<file path="src/rtl/vx_dcr_write_master_if.sv">
// Host request port, DCR write strobe and status signals of the DCR write master.
interface vx_dcr_write_master_if #(
    parameter int ADDR_WIDTH = 12,
    parameter int DATA_WIDTH = 32,
    parameter int CNT_WIDTH  = 8
);
    logic                  req_valid;
    logic                  req_ready;
    logic [ADDR_WIDTH-1:0] req_addr;
    logic [DATA_WIDTH-1:0] req_data;
    logic                  gpu_busy;
    logic                  dcr_write_valid;
    logic [ADDR_WIDTH-1:0] dcr_write_addr;
    logic [DATA_WIDTH-1:0] dcr_write_data;
    logic [CNT_WIDTH-1:0]  drop_count;
    logic [ADDR_WIDTH-1:0] last_drop_addr;
    logic                  idle;

    modport master (
        input  req_valid, req_addr, req_data, gpu_busy,
        output req_ready, dcr_write_valid, dcr_write_addr, dcr_write_data,
        output drop_count, last_drop_addr, idle
    );

    modport slave (
        output req_valid, req_addr, req_data, gpu_busy,
        input  req_ready, dcr_write_valid, dcr_write_addr, dcr_write_data,
        input  drop_count, last_drop_addr, idle
    );
endinterface

</file>
<file path="src/rtl/vx_dcr_write_master.sv">
// Buffers host config writes and replays them as single-cycle DCR pulses, 2 cycles after accept.
// req_ready falls only when the FIFO is full; the DCR side has no backpressure, so each write goes out once.
module vx_dcr_write_master #(
    parameter int                    ADDR_WIDTH = 12,
    parameter int                    DATA_WIDTH = 32,
    parameter int                    FIFO_DEPTH = 4,
    parameter int                    GAP_CYCLES = 1,
    parameter logic [ADDR_WIDTH-1:0] ADDR_BEGIN = ADDR_WIDTH'(1),
    parameter logic [ADDR_WIDTH-1:0] ADDR_END   = ADDR_WIDTH'(256),
    parameter int                    CNT_WIDTH  = 8
) (
    input logic                   clk,
    input logic                   reset,
    vx_dcr_write_master_if.master bus
);
    localparam int PW    = $clog2(FIFO_DEPTH);
    localparam int PTR_W = PW + 1;
    localparam int GW    = (GAP_CYCLES > 1) ? $clog2(GAP_CYCLES) : 1;
    localparam logic [GW-1:0] GAP_LAST = GW'((GAP_CYCLES > 0) ? GAP_CYCLES - 1 : 0);

    typedef enum logic [1:0] {S_IDLE, S_ISSUE, S_GAP} state_t;

    state_t state, state_nxt;

    logic [ADDR_WIDTH+DATA_WIDTH-1:0] mem [FIFO_DEPTH];
    logic [PTR_W-1:0]      wr_ptr, rd_ptr;
    logic [GW-1:0]         gap_cnt;
    logic [ADDR_WIDTH-1:0] out_addr, drop_addr;
    logic [DATA_WIDTH-1:0] out_data;
    logic [CNT_WIDTH-1:0]  drop_cnt;
    logic fifo_full, fifo_empty, in_range, accept, push, drop, pop_slot, pop;
    logic write_valid, idle_flag;

    assign fifo_empty = (wr_ptr == rd_ptr);
    assign fifo_full  = (wr_ptr[PW] != rd_ptr[PW]) && (wr_ptr[PW-1:0] == rd_ptr[PW-1:0]);
    assign in_range   = (bus.req_addr >= ADDR_BEGIN) && (bus.req_addr < ADDR_END);
    assign accept     = bus.req_valid && !fifo_full;
    assign push       = accept && in_range;
    assign drop       = accept && !in_range;

    // The issuer can pop in IDLE and also in the final cycle of ISSUE/GAP, so
    // the programmed gap is exactly GAP_CYCLES dead cycles between pulses.
    always_comb begin
        pop_slot = 1'b0;
        case (state)
            S_IDLE:  pop_slot = 1'b1;
            S_ISSUE: pop_slot = (GAP_CYCLES == 0);
            S_GAP:   pop_slot = (gap_cnt == GAP_LAST);
            default: pop_slot = 1'b0;
        endcase
    end

    assign pop = pop_slot && !fifo_empty && !bus.gpu_busy;

    always_ff @(posedge clk or posedge reset) begin
        if (reset) state <= S_IDLE;
        else       state <= state_nxt;
    end

    always_comb begin
        state_nxt = state;
        case (state)
            S_IDLE:  if (pop) state_nxt = S_ISSUE;
            S_ISSUE: state_nxt = pop ? S_ISSUE : ((GAP_CYCLES > 0) ? S_GAP : S_IDLE);
            S_GAP:   if (gap_cnt == GAP_LAST) state_nxt = pop ? S_ISSUE : S_IDLE;
            default: state_nxt = S_IDLE;
        endcase
    end

    always_comb begin
        write_valid = (state == S_ISSUE);
        idle_flag   = fifo_empty && (state == S_IDLE);
    end

    always_ff @(posedge clk or posedge reset) begin
        if (reset) begin
            gap_cnt <= '0;
        end else if (state == S_GAP) begin
            gap_cnt <= gap_cnt + GW'(1);
        end else begin
            gap_cnt <= '0;
        end
    end

    always_ff @(posedge clk) begin
        if (push) mem[wr_ptr[PW-1:0]] <= {bus.req_addr, bus.req_data};
    end

    always_ff @(posedge clk or posedge reset) begin
        if (reset) begin
            wr_ptr    <= '0;
            rd_ptr    <= '0;
            out_addr  <= '0;
            out_data  <= '0;
            drop_cnt  <= '0;
            drop_addr <= '0;
        end else begin
            if (push) wr_ptr <= wr_ptr + PTR_W'(1);
            if (pop) begin
                rd_ptr               <= rd_ptr + PTR_W'(1);
                {out_addr, out_data} <= mem[rd_ptr[PW-1:0]];
            end
            if (drop) begin
                if (drop_cnt != '1) drop_cnt <= drop_cnt + CNT_WIDTH'(1);
                drop_addr <= bus.req_addr;
            end
        end
    end

    assign bus.req_ready       = !fifo_full;
    assign bus.dcr_write_valid = write_valid;
    assign bus.dcr_write_addr  = out_addr;
    assign bus.dcr_write_data  = out_data;
    assign bus.drop_count      = drop_cnt;
    assign bus.last_drop_addr  = drop_addr;
    assign bus.idle            = idle_flag;
endmodule
</file>
<file path="src/flat_wrapper.sv">
// flat-port wrapper written by rule: the top's interface ports become plain ports
module vx_dcr_write_master_flat 
#(
    parameter int                    ADDR_WIDTH = 12,
    parameter int                    DATA_WIDTH = 32,
    parameter int                    FIFO_DEPTH = 4,
    parameter int                    GAP_CYCLES = 1,
    parameter logic [ADDR_WIDTH-1:0] ADDR_BEGIN = ADDR_WIDTH'(1),
    parameter logic [ADDR_WIDTH-1:0] ADDR_END   = ADDR_WIDTH'(256),
    parameter int                    CNT_WIDTH  = 8
)
  (clk, reset, bus_req_valid, bus_req_addr, bus_req_data, bus_gpu_busy, bus_req_ready, bus_dcr_write_valid, bus_dcr_write_addr, bus_dcr_write_data, bus_drop_count, bus_last_drop_addr, bus_idle);
  vx_dcr_write_master_if #(.ADDR_WIDTH(ADDR_WIDTH), .DATA_WIDTH(DATA_WIDTH), .CNT_WIDTH(CNT_WIDTH)) bus_i ();
  input logic clk;
  input logic reset;
  input wire logic [$bits(bus_i.req_valid)-1:0] bus_req_valid;
  input wire logic [$bits(bus_i.req_addr)-1:0] bus_req_addr;
  input wire logic [$bits(bus_i.req_data)-1:0] bus_req_data;
  input wire logic [$bits(bus_i.gpu_busy)-1:0] bus_gpu_busy;
  output wire logic [$bits(bus_i.req_ready)-1:0] bus_req_ready;
  output wire logic [$bits(bus_i.dcr_write_valid)-1:0] bus_dcr_write_valid;
  output wire logic [$bits(bus_i.dcr_write_addr)-1:0] bus_dcr_write_addr;
  output wire logic [$bits(bus_i.dcr_write_data)-1:0] bus_dcr_write_data;
  output wire logic [$bits(bus_i.drop_count)-1:0] bus_drop_count;
  output wire logic [$bits(bus_i.last_drop_addr)-1:0] bus_last_drop_addr;
  output wire logic [$bits(bus_i.idle)-1:0] bus_idle;
  assign bus_i.req_valid = bus_req_valid;
  assign bus_i.req_addr = bus_req_addr;
  assign bus_i.req_data = bus_req_data;
  assign bus_i.gpu_busy = bus_gpu_busy;
  assign bus_req_ready = bus_i.req_ready;
  assign bus_dcr_write_valid = bus_i.dcr_write_valid;
  assign bus_dcr_write_addr = bus_i.dcr_write_addr;
  assign bus_dcr_write_data = bus_i.dcr_write_data;
  assign bus_drop_count = bus_i.drop_count;
  assign bus_last_drop_addr = bus_i.last_drop_addr;
  assign bus_idle = bus_i.idle;
  vx_dcr_write_master #(.ADDR_WIDTH(ADDR_WIDTH), .DATA_WIDTH(DATA_WIDTH), .FIFO_DEPTH(FIFO_DEPTH), .GAP_CYCLES(GAP_CYCLES), .ADDR_BEGIN(ADDR_BEGIN), .ADDR_END(ADDR_END), .CNT_WIDTH(CNT_WIDTH)) u_core (.clk(clk), .reset(reset), .bus(bus_i));
endmodule
</file>
<file path="config.mk">
export PLATFORM = sky130hd
export DESIGN_NAME = vx_dcr_write_master_flat
export DESIGN_NICKNAME = d
export VERILOG_FILES = /design/src/rtl/vx_dcr_write_master_if.sv /design/src/rtl/vx_dcr_write_master.sv /design/src/flat_wrapper.sv
export SDC_FILE = /design/constraint.sdc
export NUM_CORES = 1
export LEC_CHECK = 0
export BUFFER_PORTS_ARGS = -buffer_cell sky130_fd_sc_hd__buf_2
export CORE_ASPECT_RATIO = 1.4
export CORE_MARGIN = 1
export CORE_UTILIZATION = 35
export DETAILED_ROUTE_END_ITERATION = 10
export GPL_ROUTABILITY_DRIVEN = 0
export PLACE_DENSITY = 0.52
export SYNTH_ARGS = -nofsm -noshare
export SYNTH_HDL_FRONTEND = slang
export SYNTH_SLANG_ARGS = --single-unit
</file>
<file path="constraint.sdc">
create_clock -name clk -period 5.59 [get_ports clk]
set_input_delay 0.2795 -clock clk [delete_from_list [all_inputs] [get_ports clk]]
set_output_delay 0.2795 -clock clk [all_outputs]
set_load 0.01 [all_outputs]
</file>
==> run_results.csv, run 1 <==
group,metric,value,unit
sta,fin_tns_setup,0,ns
sta,finalWorstSetupSlack,2.13,ns
sta,period_share,61.9,%
global_routing,grt_pass1_wl,29.0,mm
clocking,cts_tree,"done",
run,maxCapViolations,0,
critical_path,cpMaxStageDelayCell,"dfrtp_4",
global_routing,antenna_found_initial,1,
synthesis,ys_seq_area_share,75.8,%
cells_and_area,finalNonFillerCells,937,
global_routing,grt_max_degree,74,
clocking,cts_num_sinks,249,
sta,slew_viol_final,0,
sta,finalHoldViolCount,0,
floorplan,start_util,35.7,%
cells_and_area,final_common_cell,"edfxtp_1",
critical_path,crit_path_cell_trace,"xnor2_1 > a31o_1 > and2b_1 > and2_2 > buf_4",
synthesis,ys_types,34,
power_and_ir_drop,power.density,504,mW/mm^2
synthesis,avgSynthCellArea,21.7,sq um
synthesis,synth_fp_nets,487,
critical_path,path_delay_family,"flip-flops",
power_and_ir_drop,p_switching,1.64,mW
synthesis,netlist_area,0.00939,sq mm
synthesis,syn_inst,433,
global_routing,grt_pass1_vias,5094,
power_and_ir_drop,p_seq_share,44.0,%
critical_path,cp_num_buf_inv,1,
power_and_ir_drop,p_clk_share,29.7,%
placement,placed_area,0.0103,sq mm
clocking,cts_buffers,24,
sta,setup_violations,0,
cells_and_area,final_nets,649,
routing,dr.first_iter.drc_count,227,
global_routing,grt_usage,14.0,%
cells_and_area,drive_gt1_share,45.8,%
floorplan,dieHeight,196,um
sta,hold_ws,0.0312,ns
synthesis,synthDominantCellAreaShare,56.3,%
clocking,clk_path_buf_depth,3,
sta,finClkSkew,0.00695,ns
synthesis,yosys_warnings,0,
clocking,insertion_delay,0.51,ns
cells_and_area,final_cell_area,0.0115,sq mm
floorplan,core_area,0.0263,sq mm
critical_path,max_stage_delay,1.07,ns
cells_and_area,n_antenna_cell,0,
power_and_ir_drop,combPwrFrac,26.3,%
routing,drt_wl_total,18.4,mm
power_and_ir_drop,intPower,4.17,mW
routing,avgViaCountPerCell,4.89,
synthesis,synthArstFlopShare,29.3,%
cells_and_area,layout_common_cells,"176 x edfxtp_1, 114 x buf_2, 71 x dfrtp_1",
critical_path,cp-end-kind,"flop",
run_status,status,"completed",
critical_path,path_class,"reg -> reg",
routing,first_pass_iters,4,
power_and_ir_drop,total_power,5.81,mW
routing,drc,0,
sta,relSlewSlack,32.8,%
clocking,cts-root-buf,"clkbuf_16",
sta,rsz0062_at_grt,"false",
synthesis,synth-seq-cells,249,
sta,worst_pin_slew,1.01,ns
clocking,clk_pin_slew,0.06,ns
sta,fmax,0.289,GHz
global_routing,overflow,0,
clocking,cts.repair.resized,0,
hold_path,hold_class,"in -> reg",
floorplan,die_w,140,um
cells_and_area,syn_to_final_growth,22.8,%
sta,fin_crit,3.46,ns
clocking,cts_setup_buffers,0,
placement,dp_cells,861,
synthesis,synth_edf_count,176,
placement,dp_hpwl,11.1,mm
routing,vias,4578,
critical_path,crit_path_start_kind,"flop",
floorplan,die_area,0.0275,sq mm
clocking,htree_levels,1,
placement,port_buffers,114,
routing,drtAntennaViolNets,0,
power_and_ir_drop,leakagePower,4.24,nW
power_and_ir_drop,switching_share,28.3,%
synthesis,ys.flop_type,"edfxtp_1",
critical_path,crit_required,5.73,ns
critical_path,cp_data_arrival_time,3.60,ns
floorplan,fp-row-count,70,
synthesis,synth_area_leaders,"edfxtp_1 56%, dfrtp_1 19%, mux4_2 11%, mux2_2 6.1%, mux2_4 1.6%",
floorplan,ioPinCount,115,
routing,wire_per_inst,19.7,um
critical_path,worst-path-max-fanout,47,
cells_and_area,utilization,43.9,%
synthesis,synth_top_cell_by_area,"edfxtp_1",
placement,dp_slack,2.02,ns
power_and_ir_drop,ir_drop,0.207,mV
==> worst paths after layout <==
path                                   from                             to  slack [ns]  cells past startpoint
max in group asynchronous             reset               u_core.rd_ptr[0]        4.75                      3
min in group asynchronous             reset  u_core.bus.last_drop_addr[10]        0.09                      3
min reg2reg                  u_core.gap_cnt                 u_core.gap_cnt        0.49                      1
max                        u_core.rd_ptr[0]              u_core.mem[1][34]        2.13                      5
max reg2reg                u_core.rd_ptr[0]              u_core.mem[1][34]        2.13                      5
min                         bus_req_addr[0]              u_core.mem[2][32]        0.03                      1
==> flip-flops by register name (all words and copies together) (netlist names) <==
register,flops
u_core.bus.dcr_write_addr,12
u_core.bus.dcr_write_data,32
u_core.bus.drop_count,8
u_core.bus.last_drop_addr,12
u_core.gap_cnt,1
u_core.mem,176
u_core.rd_ptr,3
u_core.state,2
u_core.wr_ptr,3
==> routing by layer <==
metal / wire length, um / up-vias / part of all wire [%] / track usage (%)
li1: - / 2056 / - / -
met3: 676 / 24 / 3.7 / 2.07
met4: 337 / 2 / 1.8 / 4.31
met5: 8 / - / 0.043 / 0
met1: 7150 / 2408 / 39 / 16.2
met2: 10300 / 88 / 56 / 26.3
==> kinds of logic (layout without fill, tap and decap cells) <==
family,count (synthesis),in the layout,synth area share [%]
simple gates,34,34,2.24
flops,249,249,75.8
xor+xnor,13,13,1.21
compound gates,4,4,0.427
fa+ha+maj,6,6,0.800
mux,105,105,18.3
buf+inv,22,202,1.29
==> power groups by stage <==
stage / Combinational [mW] / Sequential (mW) / Clock, mW
after floorplan: 1.03 / 2.58 / 0
after global placement: 1.51 / 2.60 / 0
after detailed placement: 1.55 / 2.61 / 0
after CTS: 1.57 / 2.57 / 1.78
after global routing: 1.66 / 2.62 / 1.86
final: 1.53 / 2.56 / 1.73
==> what timing repair did <==
action	CTS	global route
hold buffers	30	2
endpoints found under the hold margin	117	7
endpoints found under the setup margin	0	0
==> cell type report <==
cell class / count / area, sq um
tap: 324 / 405
inverter: 5 / 20.0
clock buffer: 28 / 667
multi-input combinational: 162 / 2170
fill: 2317 / 14700
sequential: 249 / 7120
timing repair buffer: 153 / 943
clock inverter: 16 / 201
==> worst register-to-register path: stages, from the launching register on <==
cell     delay (ns)
dfrtp_4        1.07
xnor2_1        0.36
a31o_1         0.42
and2b_1        0.33
and2_2         0.35
buf_4          0.55
==> synth_stat cells (all sizes together) (2+ instances only) <==
cell	n
mux4	44
mux2	61
nor4	8
and2	3
xnor2	5
nand2	2
edfxtp	176
nor3	2
xor2	8
nand2b	2
inv	5
dfrtp	73
nand3	7
clkbuf	4
nor2	2
ha	6
buf	13
(Power assumes the default switching activity.)
==> run 2, diff against run 1 <==
--- a/config.mk
+++ b/config.mk
@@ -11,7 +11,7 @@
 export CORE_UTILIZATION = 35
 export DETAILED_ROUTE_END_ITERATION = 10
 export GPL_ROUTABILITY_DRIVEN = 0
-export PLACE_DENSITY = 0.52
+export PLACE_DENSITY = 0.54
 export SYNTH_ARGS = -nofsm -noshare
 export SYNTH_HDL_FRONTEND = slang
 export SYNTH_SLANG_ARGS = --single-unit
==> constraint.sdc (replaced) <==
create_clock -name clk -period 3.15 [get_ports clk]
set_input_delay 0.1575 -clock clk [delete_from_list [all_inputs] [get_ports clk]]
set_output_delay 0.1575 -clock clk [all_outputs]
set_load 0.01 [all_outputs]
==> run 2 against run 1 <==
Compared with the run above: die area is the same; combinational power up 92%; utilization increased by 0.57 points; global-route usage decreased by 0.21 points; non-clock buffer count grew 14; via count grew 1.1%; sequential cell count is the same; clock power rose by 73%; total power is 77% higher; critical path type is now in -> reg.
==> run_results.csv, run 2 (synthesized netlist as in run 1, its figures left out) <==
group,metric,value,unit
cells_and_area,finalNonFillerCells,951,
power_and_ir_drop,power.density,882,mW/mm^2
floorplan,core_area,0.0263,sq mm
power_and_ir_drop,leakagePower,4.31,nW
global_routing,grt_pass1_vias,5066,
floorplan,ioPinCount,115,
routing,drc,0,
sta,slew_viol_final,0,
cells_and_area,layout_common_cells,"176 x edfxtp_1, 114 x buf_2, 71 x dfrtp_1",
sta,finalWorstSetupSlack,0.467,ns
cells_and_area,drive_gt1_share,44.8,%
placement,dp_cells,862,
sta,hold_ws,0.206,ns
sta,setup_violations,0,
sta,fin_crit,2.68,ns
global_routing,grt_usage,13.8,%
sta,fmax,0.373,GHz
cells_and_area,n_antenna_cell,0,
placement,placed_area,0.0104,sq mm
sta,rsz0062_at_grt,"false",
critical_path,cp_num_buf_inv,3,
sta,finalHoldViolCount,0,
routing,vias,4629,
floorplan,dieHeight,196,um
placement,port_buffers,114,
critical_path,cpMaxStageDelayCell,"or4_4",
critical_path,path_class,"in -> reg",
sta,fin_tns_setup,0,ns
routing,dr.first_iter.drc_count,140,
sta,finClkSkew,0.0161,ns
critical_path,crit_path_start_kind,"input pin",
sta,period_share,85.2,%
floorplan,die_area,0.0275,sq mm
power_and_ir_drop,ir_drop,0.440,mV
clocking,cts_setup_buffers,0,
critical_path,max_stage_delay,0.55,ns
run,maxCapViolations,0,
clocking,htree_levels,1,
floorplan,die_w,140,um
cells_and_area,final_cell_area,0.0117,sq mm
global_routing,overflow,0,
routing,wire_per_inst,19.4,um
run_status,status,"completed",
cells_and_area,final_common_cell,"edfxtp_1",
clocking,insertion_delay,0.51,ns
placement,dp_slack,0.436,ns
critical_path,path_delay_family,"buffers and inverters",
routing,drt_wl_total,18.5,mm
critical_path,worst-path-max-fanout,35,
clocking,cts_tree,"done",
cells_and_area,syn_to_final_growth,24.4,%
floorplan,fp-row-count,70,
critical_path,crit_required,3.28,ns
routing,first_pass_iters,4,
critical_path,cp-end-kind,"flop",
clocking,cts_num_sinks,249,
cells_and_area,largest_reg_flops,176,
global_routing,grt_pass1_wl,28.7,mm
clocking,clk_path_buf_depth,3,
routing,drtAntennaViolNets,0,
routing,avgViaCountPerCell,4.87,
clocking,cts-root-buf,"clkbuf_16",
placement,dp_hpwl,11.2,mm
hold_path,hold_class,"in -> reg",
sta,relSlewSlack,32.9,%
clocking,clk_pin_slew,0.06,ns
floorplan,start_util,35.7,%
sta,worst_pin_slew,1.01,ns
cells_and_area,final_nets,663,
clocking,cts_buffers,24,
critical_path,cp_data_arrival_time,2.82,ns
critical_path,crit_path_cell_trace,"dlygate4sd3_1 > buf_2 > or4_4 > a21oi_4 > and2b_1 > and2_2 > buf_4",
global_routing,antenna_found_initial,0,
global_routing,grt_max_degree,74,
[run 2: routing by layer]
layer	up-vias	GRT usage (%)	wire length [um]
met5	-	0	0
met4	0	4.07	337
met3	23	1.86	707
met2	101	25.2	9910
met1	2415	16.8	7500
li1	2090	-	-
[run 2: worst register-to-register path: cells and delay by family (launching register included)]
kind                      cells  cell delay (ns)
AOI/OAI and AO/OA             1             0.37
xor gates and xnor gates      1             0.21
buffers and inverters         1             0.53
DFF                           1             0.48
and+or+nand+nor               2             0.66
[run 2: final timing paths]
path	startpoint	end	slack, ns	cells after the start
setup / recovery	bus_req_addr[11]	u_core.mem[2][34]	0.47	7
hold / removal	bus_gpu_busy	u_core.state[0]	0.21	4
setup reg to reg	u_core.rd_ptr[0]	u_core.mem[2][34]	0.52	5
hold reg to reg	u_core.gap_cnt	u_core.gap_cnt	0.46	1
max in group asynchronous	reset	u_core.rd_ptr[0]	1.99	3
min in group asynchronous	reset	u_core.bus.last_drop_addr[10]	0.41	3
[run 2: what timing repair did]
item / 4_1_cts / 5_1_grt
endpoints found under the hold margin: 260 / 0
hold buffers: 45 / 0
gates resized for setup: 0 / 0
[run 2: cell type report]
cell class / count / area [sq um]
Tap cell: 324 / 405
Multi-Input combinational cell: 162 / 2170
Fill cell: 2280 / 14600
Clock inverter: 12 / 140
Inverter: 5 / 21.3
Clock buffer: 32 / 702
Sequential cell: 249 / 7120
Timing Repair Buffer: 167 / 1120
[run 2: stage by stage]
step,power [mW],utilization (%)
detailed placement,7.39,39.5
global placement,7.33,39.5
CTS,10.5,44.4
floorplan,6.41,-
global route,10.8,44.4
finish,10.3,44.4
[run 2: report_power, final]
part | switching [mW] | internal [mW]
Combinational | 1.39 | 1.54
Sequential | 0.320 | 4.04
Clock | 1.19 | 1.81
==> run 3, diff against run 2 <==
--- a/config.mk
+++ b/config.mk
@@ -5,7 +5,7 @@
 export SDC_FILE = /design/constraint.sdc
 export NUM_CORES = 1
 export LEC_CHECK = 0
-export BUFFER_PORTS_ARGS = -buffer_cell sky130_fd_sc_hd__buf_2
+export BUFFER_PORTS_ARGS = -buffer_cell sky130_fd_sc_hd__buf_4
 export CORE_ASPECT_RATIO = 1.4
 export CORE_MARGIN = 1
 export CORE_UTILIZATION = 35
==> run 3 against run 2 <==
Compared with the run above: clock power is 10% higher; total power is 5.5% higher; global-route usage is 0.062 points higher; critical path depth stayed put; hold slack worse by 0.18 ns; via count is 0.97% lower; design area is 3.3% higher; sequential share of layout area is 1.9 points lower; utilization is 1.5 points higher; sequential power is 0.9% higher; die area stayed put; first-iteration DRC count is 33% higher; critical path type unchanged; largest cell class unchanged; highest routed layer unchanged.
==> run_results.csv, run 3 (synthesized netlist as in run 1, its figures left out) <==
group,metric,value,unit
critical_path,cp-end-kind,"flop",
cells_and_area,final_common_cell,"edfxtp_1",
clocking,insertion_delay,0.51,ns
placement,dp_slack,0.356,ns
power_and_ir_drop,leakagePower,4.44,nW
sta,finClkSkew,0.00989,ns
sta,slew_viol_final,0,
sta,fmax,0.361,GHz
cells_and_area,final_cell_area,0.0121,sq mm
routing,wire_per_inst,19.2,um
cells_and_area,syn_to_final_growth,28.5,%
power_and_ir_drop,switching_share,26.7,%
floorplan,fp-row-count,70,
clocking,cts_tree,"done",
floorplan,die_w,140,um
global_routing,grt_pass1_vias,5043,
power_and_ir_drop,total_power,10.9,mW
sta,fin_tns_setup,0,ns
clocking,cts-root-buf,"clkbuf_16",
sta,period_share,87.9,%
floorplan,core_area,0.0263,sq mm
critical_path,worst-path-max-fanout,28,
placement,dp_cells,861,
run_status,status,"completed",
sta,setup_violations,0,
global_routing,grt_usage,13.8,%
run,maxCapViolations,0,
routing,first_pass_iters,4,
floorplan,die_area,0.0275,sq mm
routing,drtAntennaViolNets,0,
cells_and_area,largest_reg_flops,176,
sta,finalHoldViolCount,0,
routing,avgViaCountPerCell,4.83,
routing,dr.first_iter.drc_count,186,
global_routing,overflow,0,
clocking,htree_levels,1,
cells_and_area,n_antenna_cell,0,
floorplan,ioPinCount,115,
placement,dp_hpwl,11.2,mm
floorplan,start_util,35.7,%
placement,placed_area,0.0107,sq mm
critical_path,crit_required,3.31,ns
routing,vias,4584,
power_and_ir_drop,p_switching,2.90,mW
sta,rsz0062_at_grt,"false",
power_and_ir_drop,p_seq_share,40.5,%
global_routing,grt_pass1_wl,28.9,mm
power_and_ir_drop,power.density,901,mW/mm^2
power_and_ir_drop,p_clk_share,30.4,%
cells_and_area,layout_common_cells,"176 x edfxtp_1, 117 x buf_4, 71 x dfrtp_1",
sta,finalWorstSetupSlack,0.381,ns
sta,relSlewSlack,32.1,%
cells_and_area,finalNonFillerCells,949,
critical_path,cp_data_arrival_time,2.93,ns
cells_and_area,fillCellCount,2253,
power_and_ir_drop,intPower,7.97,mW
clocking,cts_buffers,24,
sta,worst_pin_slew,1.02,ns
sta,fin_crit,2.77,ns
critical_path,crit_path_start_kind,"input pin",
critical_path,path_class,"in -> reg",
global_routing,grt_max_degree,74,
cells_and_area,final_nets,662,
global_routing,antenna_found_initial,0,
clocking,cts.repair.resized,0,
power_and_ir_drop,combPwrFrac,29.1,%
routing,drt_wl_total,18.2,mm
routing,drc,0,
hold_path,hold_class,"in -> reg",
cells_and_area,drive_gt1_share,44.6,%
clocking,clk_pin_slew,0.06,ns
clocking,cts_num_sinks,249,
placement,port_buffers,114,
floorplan,dieHeight,196,um
power_and_ir_drop,ir_drop,0.485,mV
clocking,clk_path_buf_depth,3,
## run 3: cell count changes in the layout (fill, tap and decap cells not counted)
| cell | before | now |
|---|---|---|
| clkinvlp_4 | 2 | 0 |
| clkinv_4 | 0 | 1 |
| buf_4 | 5 | 117 |
| bufinv_16 | 3 | 7 |
| buf_2 | 114 | 0 |
| clkinv_2 | 7 | 3 |
| buf_12 | 3 | 4 |
## run 3: metal layers
metal,track usage [%],routed length [um]
met5,0,0
met3,1.98,661
met2,25.1,9710
met4,4.35,393
met1,16.9,7480
## run 3: stage by stage
step | util (%) | hold WS (ns)
2_1_floorplan | - | 0.256
3_3_place_gp | 40.6 | 0.361
3_5_place_dp | 40.6 | 0.363
4_1_cts | 45.9 | 0.0197
5_1_grt | 45.9 | 0.0197
6_report | 45.9 | 0.0301
## run 3: critical path, stage by stage
cell and delay, ns:
dlygate4sd3_1 0.54, buf_4 0.16, or4_4 0.54, a21oi_4 0.27, and2b_1 0.27, and2_2 0.47, buf_4 0.49
## run 3: cell type report
cell class | instances | area [sq um] | share of cell area [%]
inverters | 5 | 21.3 | 0.176
clock inverters | 11 | 234 | 1.94
repair buffers | 166 | 1410 | 11.7
clock buffers | 32 | 702 | 5.82
multi-input cells | 162 | 2170 | 18.0
flip-flops and latches | 249 | 7120 | 59.0
well taps | 324 | 405 | 3.36
## run 3: final timing paths
check / startpoint / to / slack, ns / depth (start not counted)
max: bus_req_addr[11] / u_core.mem[2][28] / 0.38 / 7
min: bus_gpu_busy / u_core.state[0] / 0.03 / 3
max reg2reg: u_core.rd_ptr[0] / u_core.mem[2][28] / 0.45 / 5
min reg2reg: u_core.gap_cnt / u_core.gap_cnt / 0.47 / 1
max in group asynchronous: reset / u_core.rd_ptr[0] / 1.97 / 3
min in group asynchronous: reset / u_core.state[0] / 0.45 / 3
## run 3: power groups by stage
stage	Combinational, mW	Sequential (mW)	Clock (mW)
after global routing	3.43	4.48	3.52
after floorplan	1.82	4.59	0
after detailed placement	3.20	4.47	0
after global placement	3.17	4.45	0
after CTS	3.26	4.41	3.38
final	3.16	4.40	3.31
## run 3: timing repair
action                    CTS  global route
hold endpoints to repair  261             0
setup buffers               0             0
hold buffers               45             0
